$ cat src/rtl/sram_bus_arbiter_if.sv
// SRAM-like request/response bus: one address phase (req/addr_ok) and
// one in-order response phase (data_ok/rdata).
// The master drives the request fields; the slave answers with addr_ok/data_ok/rdata.
interface sram_bus_arbiter_if;
    logic        req;
    logic        wr;
    logic [1:0]  size;
    logic [31:0] addr;
    logic [3:0]  wstrb;
    logic [31:0] wdata;
    logic        addr_ok;
    logic        data_ok;
    logic [31:0] rdata;

    modport master (
        output req, wr, size, addr, wstrb, wdata,
        input  addr_ok, data_ok, rdata
    );

    modport slave (
        input  req, wr, size, addr, wstrb, wdata,
        output addr_ok, data_ok, rdata
    );
endinterface

$ cat src/rtl/sram_bus_arbiter.sv
// sram_bus_arbiter: shares one SRAM-like memory port between the instruction
// fetch requester (inst) and the load/store requester (data).
// - The address phase is held on the chosen requester until the port accepts it.
// - Each in-order response is steered back to its owner through a MAX_OUT-deep
//   owner FIFO (1 = data, 0 = inst).
// - Optional macro SRAM_ARB_RR_EN: round-robin arbitration when both sides
//   request in IDLE. Without it, data has fixed priority.
module sram_bus_arbiter #(
    parameter int MAX_OUT = 2
) (
    input  logic                    clk,
    input  logic                    reset,
    sram_bus_arbiter_if.slave       inst,
    sram_bus_arbiter_if.slave       data,
    sram_bus_arbiter_if.master      mem
);

    localparam int PTR_W = (MAX_OUT > 1) ? $clog2(MAX_OUT) : 1;
    localparam int CNT_W = $clog2(MAX_OUT + 1);

    typedef enum logic [1:0] {
        ST_IDLE   = 2'd0,
        ST_HOLD_I = 2'd1,
        ST_HOLD_D = 2'd2
    } state_t;

    state_t             r_state;
    logic [CNT_W-1:0]   r_count;
    logic [PTR_W-1:0]   r_wr_ptr;
    logic [PTR_W-1:0]   r_rd_ptr;
    logic               r_owner [MAX_OUT];
    // Set by reset and cleared one cycle after it: keeps every output low
    // during reset and the first cycle that follows.
    logic               r_block;

    logic               w_active;
    logic               w_not_full;
    logic               w_idle_sel_data;
    logic               w_sel_data;
    logic               w_mem_req;
    logic               w_accept;
    logic               w_pop;
    logic               w_pop_data;

    // Pointer step with explicit wrap so non-matching widths never occur.
    function automatic logic [PTR_W-1:0] ptr_inc(input logic [PTR_W-1:0] p);
        if (p == PTR_W'(MAX_OUT - 1)) begin
            return '0;
        end
        return p + 1'b1;
    endfunction

    assign w_active   = ~reset & ~r_block;
    assign w_not_full = (r_count < CNT_W'(MAX_OUT));

`ifdef SRAM_ARB_RR_EN
    logic r_rr_last;  // owner of the most recent accept (1 = data)

    // Round-robin pick in IDLE: on a conflict, grant the side not served last.
    always_comb begin
        w_idle_sel_data = data.req;
        if (inst.req & data.req) begin
            w_idle_sel_data = ~r_rr_last;
        end
    end

    // Remember who won the most recent address phase.
    always_ff @(posedge clk) begin
        if (reset) begin
            r_rr_last <= 1'b0;
        end else if (w_accept) begin
            r_rr_last <= w_sel_data;
        end
    end
`else
    // Fixed priority in IDLE: data wins whenever it requests.
    always_comb begin
        w_idle_sel_data = data.req;
    end
`endif

    // Requester selection and port request; a hold pins the owner until addr_ok.
    always_comb begin
        w_sel_data = w_idle_sel_data;
        w_mem_req  = 1'b0;
        case (r_state)
            ST_IDLE: begin
                // Uses the registered count only, so a same-cycle pop never
                // opens a full port (no data_ok -> req combinational path).
                w_mem_req = w_active & (inst.req | data.req) & w_not_full;
            end
            ST_HOLD_I: begin
                w_sel_data = 1'b0;
                w_mem_req  = w_active;
            end
            ST_HOLD_D: begin
                w_sel_data = 1'b1;
                w_mem_req  = w_active;
            end
            default: begin
                w_mem_req = 1'b0;
            end
        endcase
    end

    assign w_accept   = w_mem_req & mem.addr_ok;
    assign w_pop      = w_active & mem.data_ok & (r_count != '0);
    assign w_pop_data = r_owner[r_rd_ptr];

    // Shared port request fields: mux of the selected side, zero when idle.
    always_comb begin
        mem.req   = w_mem_req;
        mem.wr    = 1'b0;
        mem.size  = 2'd0;
        mem.addr  = 32'd0;
        mem.wstrb = 4'd0;
        mem.wdata = 32'd0;
        if (w_mem_req) begin
            if (w_sel_data) begin
                mem.wr    = data.wr;
                mem.size  = data.size;
                mem.addr  = data.addr;
                mem.wstrb = data.wstrb;
                mem.wdata = data.wdata;
            end else begin
                mem.wr    = inst.wr;
                mem.size  = inst.size;
                mem.addr  = inst.addr;
                mem.wstrb = inst.wstrb;
                mem.wdata = inst.wdata;
            end
        end
    end

    // Handshakes and response steering back to each requester.
    always_comb begin
        inst.addr_ok = w_accept & ~w_sel_data;
        data.addr_ok = w_accept &  w_sel_data;
        inst.data_ok = w_pop & ~w_pop_data;
        data.data_ok = w_pop &  w_pop_data;
        inst.rdata   = (w_pop & ~w_pop_data) ? mem.rdata : 32'd0;
        data.rdata   = (w_pop &  w_pop_data) ? mem.rdata : 32'd0;
    end

    // Control state: FSM, outstanding count and FIFO pointers.
    always_ff @(posedge clk) begin
        if (reset) begin
            r_state  <= ST_IDLE;
            r_count  <= '0;
            r_wr_ptr <= '0;
            r_rd_ptr <= '0;
            r_block  <= 1'b1;
        end else begin
            r_block <= 1'b0;

            case (r_state)
                ST_IDLE: begin
                    if (w_mem_req & ~mem.addr_ok) begin
                        r_state <= w_sel_data ? ST_HOLD_D : ST_HOLD_I;
                    end
                end
                ST_HOLD_I, ST_HOLD_D: begin
                    if (mem.addr_ok) begin
                        r_state <= ST_IDLE;
                    end
                end
                default: begin
                    r_state <= ST_IDLE;
                end
            endcase

            if (w_accept) begin
                r_wr_ptr <= ptr_inc(r_wr_ptr);
            end
            if (w_pop) begin
                r_rd_ptr <= ptr_inc(r_rd_ptr);
            end
            if (w_accept & ~w_pop) begin
                r_count <= r_count + 1'b1;
            end else if (w_pop & ~w_accept) begin
                r_count <= r_count - 1'b1;
            end
        end
    end

    // Owner FIFO storage; validity is tracked by the pointers and count.
    always_ff @(posedge clk) begin
        if (w_accept) begin
            r_owner[r_wr_ptr] <= w_sel_data;
        end
    end

endmodule

$ cat src/flat_wrapper.sv
// flat-port wrapper written by rule: the top's interface ports become plain ports
module sram_bus_arbiter_flat 
#(
    parameter int MAX_OUT = 2
)
  (clk, reset, inst_req, inst_wr, inst_size, inst_addr, inst_wstrb, inst_wdata, inst_addr_ok, inst_data_ok, inst_rdata, data_req, data_wr, data_size, data_addr, data_wstrb, data_wdata, data_addr_ok, data_data_ok, data_rdata, mem_req, mem_wr, mem_size, mem_addr, mem_wstrb, mem_wdata, mem_addr_ok, mem_data_ok, mem_rdata);
  sram_bus_arbiter_if inst_i ();
  sram_bus_arbiter_if data_i ();
  sram_bus_arbiter_if mem_i ();
  input  logic clk;
  input  logic reset;
  input wire logic [$bits(inst_i.req)-1:0] inst_req;
  input wire logic [$bits(inst_i.wr)-1:0] inst_wr;
  input wire logic [$bits(inst_i.size)-1:0] inst_size;
  input wire logic [$bits(inst_i.addr)-1:0] inst_addr;
  input wire logic [$bits(inst_i.wstrb)-1:0] inst_wstrb;
  input wire logic [$bits(inst_i.wdata)-1:0] inst_wdata;
  output wire logic [$bits(inst_i.addr_ok)-1:0] inst_addr_ok;
  output wire logic [$bits(inst_i.data_ok)-1:0] inst_data_ok;
  output wire logic [$bits(inst_i.rdata)-1:0] inst_rdata;
  input wire logic [$bits(data_i.req)-1:0] data_req;
  input wire logic [$bits(data_i.wr)-1:0] data_wr;
  input wire logic [$bits(data_i.size)-1:0] data_size;
  input wire logic [$bits(data_i.addr)-1:0] data_addr;
  input wire logic [$bits(data_i.wstrb)-1:0] data_wstrb;
  input wire logic [$bits(data_i.wdata)-1:0] data_wdata;
  output wire logic [$bits(data_i.addr_ok)-1:0] data_addr_ok;
  output wire logic [$bits(data_i.data_ok)-1:0] data_data_ok;
  output wire logic [$bits(data_i.rdata)-1:0] data_rdata;
  output wire logic [$bits(mem_i.req)-1:0] mem_req;
  output wire logic [$bits(mem_i.wr)-1:0] mem_wr;
  output wire logic [$bits(mem_i.size)-1:0] mem_size;
  output wire logic [$bits(mem_i.addr)-1:0] mem_addr;
  output wire logic [$bits(mem_i.wstrb)-1:0] mem_wstrb;
  output wire logic [$bits(mem_i.wdata)-1:0] mem_wdata;
  input wire logic [$bits(mem_i.addr_ok)-1:0] mem_addr_ok;
  input wire logic [$bits(mem_i.data_ok)-1:0] mem_data_ok;
  input wire logic [$bits(mem_i.rdata)-1:0] mem_rdata;
  assign inst_i.req = inst_req;
  assign inst_i.wr = inst_wr;
  assign inst_i.size = inst_size;
  assign inst_i.addr = inst_addr;
  assign inst_i.wstrb = inst_wstrb;
  assign inst_i.wdata = inst_wdata;
  assign inst_addr_ok = inst_i.addr_ok;
  assign inst_data_ok = inst_i.data_ok;
  assign inst_rdata = inst_i.rdata;
  assign data_i.req = data_req;
  assign data_i.wr = data_wr;
  assign data_i.size = data_size;
  assign data_i.addr = data_addr;
  assign data_i.wstrb = data_wstrb;
  assign data_i.wdata = data_wdata;
  assign data_addr_ok = data_i.addr_ok;
  assign data_data_ok = data_i.data_ok;
  assign data_rdata = data_i.rdata;
  assign mem_req = mem_i.req;
  assign mem_wr = mem_i.wr;
  assign mem_size = mem_i.size;
  assign mem_addr = mem_i.addr;
  assign mem_wstrb = mem_i.wstrb;
  assign mem_wdata = mem_i.wdata;
  assign mem_i.addr_ok = mem_addr_ok;
  assign mem_i.data_ok = mem_data_ok;
  assign mem_i.rdata = mem_rdata;
  sram_bus_arbiter #(.MAX_OUT(MAX_OUT)) u_core (.clk(clk), .reset(reset), .inst(inst_i), .data(data_i), .mem(mem_i));
endmodule
$ cat config.mk
export PLATFORM = sky130hd
export DESIGN_NAME = sram_bus_arbiter_flat
export DESIGN_NICKNAME = d
export VERILOG_FILES = /design/src/rtl/sram_bus_arbiter_if.sv /design/src/rtl/sram_bus_arbiter.sv /design/src/flat_wrapper.sv
export SDC_FILE = /design/constraint.sdc
export NUM_CORES = 1
export LEC_CHECK = 0
export ABC_AREA = 1
export ABC_CLOCK_PERIOD_IN_PS = 4050
export BUFFER_PORTS_ARGS = -buffer_cell sky130_fd_sc_hd__buf_2
export CORE_AREA = 2 2 123 125
export DETAILED_ROUTE_END_ITERATION = 10
export DIE_AREA = 0 0 125 127
export GPL_TIMING_DRIVEN = 1
export SYNTH_ARGS = -nofsm -noshare
export SYNTH_HDL_FRONTEND = slang
export SYNTH_SLANG_ARGS = --single-unit
$ cat constraint.sdc
create_clock -name clk -period 4.05 [get_ports clk]
set_clock_uncertainty 0.1 [all_clocks]
set_input_delay 0.81 -clock clk [delete_from_list [all_inputs] [get_ports clk]]
set_output_delay 0.81 -clock clk [all_outputs]
set_load 0.01 [all_outputs]
==> reports/results.tsv <==
stage	metric	value	unit
timing	fin crit share	0.8333	
timing	Slew HR	0.6633	
pwr	Leak Pwr	0.002514	uW
setup_path	Setup crit end kind	output port	
synth	syn nets	598	
global_routing	total congestion overflow	0	
clock_tree	CTS Buf Count	3	
synth	yosys warns	0	
drt	DR iter-0 viols	95	
clock_tree	setup bufs post-CTS	0	
global_routing	first-pass GRT wire length	15.56	mm
synth	Mapped Cells	414	
cells_and_area	commonest non-fill, non-tap cell in the layout	buf_2	
place	placed insts	892	
die	Die Y	127	um
drt	drt drc	0	
synth	area leader, netlist	nand2_1	
place	routability cong.	0.7701	
setup_path	critical path arrival	2.47	ns
cells_and_area	Finished Layout Cells	896	
global_routing	largest net degree at the start of global routing	76	
synth	Synth area leaders	nand2_1 27%, a21oi_2 16%, nor2_1 12%, a21oi_1 8.3%, inv_1 7.8%	
setup_path	worst stage delay on the critical path	0.38	ns
timing	RSZ-0062 raised after global routing	no	
cells_and_area	Area Overhead vs Synth	80.93	%
synth	sequential fraction of the synthesis area	0.1011	
setup_path	crit-path most repeated cell	inv_2	
global_routing	vias in the first global route	3137	
setup_path	CP Class	reg2out	
timing	Slew @ Worst Pin	0.5043	ns
synth	Synth top area share	0.2654	
timing	final hold vios	0	
pwr	Power Density	463.0	nW/um^2
timing	max-slew violations	0	
cells_and_area	sequential cell area	220.2	um^2
die	io pins	320	
clock_tree	# resized after CTS	0	
drt	Initial DRT Pass Iterations	4	
synth	Post-Syn Area per Cell	5.262	um^2
clock_tree	CTS max path bufs	2	
setup_path	CP Launch Type	register	
setup_path	critical path's slowest cell	dfxtp_1	
place	detailed-placement wirelength estimate	8.829	mm
cells_and_area	Nets	897	
timing	setup TNS	0	ns
drt	DR vias	3567	
die	die area	15880	um^2
global_routing	initial antenna violation count	0	
pwr	Tot Pwr	1825	uW
clock_tree	clk slew on worst S/H paths	0.04	ns
timing	Max Fclk	296.3	MHz
run_status	status	completed	
flow_run	MaxCap Viol Count	0	
clock_tree	Sink Count	10	
drt	wire per inst	11.80	um
setup_path	crit-path max FO	27	
clock_tree	clock latency on the worst-skew pair	0.24	ns
drt	vias per cell	3.981	
synth	Synth Register Bits	10	
drt	final wirelength	10.58	mm
cells_and_area	area of the multi-input gates	1573	um^2
die	Initial Utilization	0.1510	
timing	fin crit period	3.375	ns
setup_path	crit-path cells	inv_1 > ha_1 > inv_2 > nor2_1 > nor2_4 > inv_2 > buf_4 > nand2_1 > a21oi_1 > buf_2	
die	Core Area	14420	um^2
setup_path	CP Data Required Time	3.14	ns
cells_and_area	Antenna diodes	0	
global_routing	GRT Total Usage	0.1190	
die	Die X	125	um
cells_and_area	Filler cells	1666	
cells_and_area	most frequent cells in the layout	319 x buf_2, 154 x nand2_1, 71 x nor2_1, 45 x inv_1, 40 x a21oi_2	
pwr	Worst VDD drop	0.0003893	V
clock_tree	clk root buf	clkbuf_16	
clock_tree	CTS tree	yes	
timing	Final setup viols	0	
clock_tree	H-Tree Depth	1	
clock_tree	CTS hold repair buffers	0	
die	num rows	44	
synth	Synth Cell Area	2178	um^2
synth	Synth cell types	21	
place	I/O Buffers	319	
cells_and_area	fraction of layout cells with a size suffix above 1	0.5295	
drt	post-route ant nets	0	
worst_hold_path	Hold Crit Class	reg2reg	
-- worst max-delay path, delay by kind of cell, from the launching register on --
family          cells  cell delay [ns]
buf+inv             5             0.99
fa+ha+maj           1             0.33
flops               1             0.38
compound gates      1             0.19
simple gates        3             0.32
-- worst paths after layout --
| check | from | to | slack [ns] | depth (start not counted) |
|---|---|---|---|---|
| max | u_core.r_state[1] | mem_addr[7] | 0.67 | 10 |
| min | u_core.r_state[0] | u_core.r_state[0] | 0.43 | 2 |
| min reg2reg | u_core.r_state[0] | u_core.r_state[0] | 0.43 | 2 |
| max reg2reg | u_core.r_state[1] | u_core.r_count[1] | 1.46 | 11 |
-- area by class of cell --
class / instances / share of cell area
repair buffers: 323 / 0.4190
multi-input cells: 325 / 0.3990
well taps: 184 / 0.05841
flip-flops and latches: 10 / 0.05587
inverters: 50 / 0.04762
clock buffers: 3 / 0.01905
clock inverters: 1 / 0.0009524
-- cells in the mapped netlist, drive strengths merged --
library cell / instances
a21oi: 76
buf: 27
clkbuf: 2
dfxtp: 8
edfxtp: 2
ha: 4
inv: 50
nand2: 154
nand3: 3
nand4: 1
nor2: 75
nor3: 4
nor3b: 1
o2111ai: 1
o21ai: 6
-- through the flow --
stage	setup slack, ns	hold slack [ns]	utilization	area [um^2]
6_report	0.6749	0.4264	0.2732	3941
4_1_cts	0.6227	0.4228	0.2732	3941
2_1_floorplan	1.502	0.3800	-	2178
5_1_grt	0.3826	0.4637	0.2732	3941
3_3_place_gp	0.6778	0.4150	0.2678	3862
3_5_place_dp	0.6935	0.4114	0.2678	3862
-- cell families after synthesis --
family,Yosys count,synth area share
buf+inv,79,0.1827
compound gates,83,0.2694
simple gates,238,0.4239
flops,10,0.1011
fa+ha+maj,4,0.02298
-- metal layers --
metal / up-vias / track usage / wire, um
met4: 0 / 0.03464 / 179
met5: - / 0 / 0
met1: 1478 / 0.1380 / 4203
met2: 214 / 0.2164 / 5163
li1: 1862 / - / -
met3: 13 / 0.03015 / 1029
-- sequential cells by signal, summed over array words and instances, names as in the netlist, named ones only --
name / cells
u_core.r_wr_ptr: 1
u_core.r_count: 2
u_core.r_block: 1
u_core.r_state: 2
u_core.r_owner: 2
u_core.r_rd_ptr: 1
-- power breakdown --
part / internal [uW] / leakage (uW) / switching, uW
Combinational: 476 / 0.00239 / 1040
Sequential: 124 / 0.0000837 / 12.8
Clock: 130 / 0.0000385 / 47.4
(Power assumes the default switching activity.)
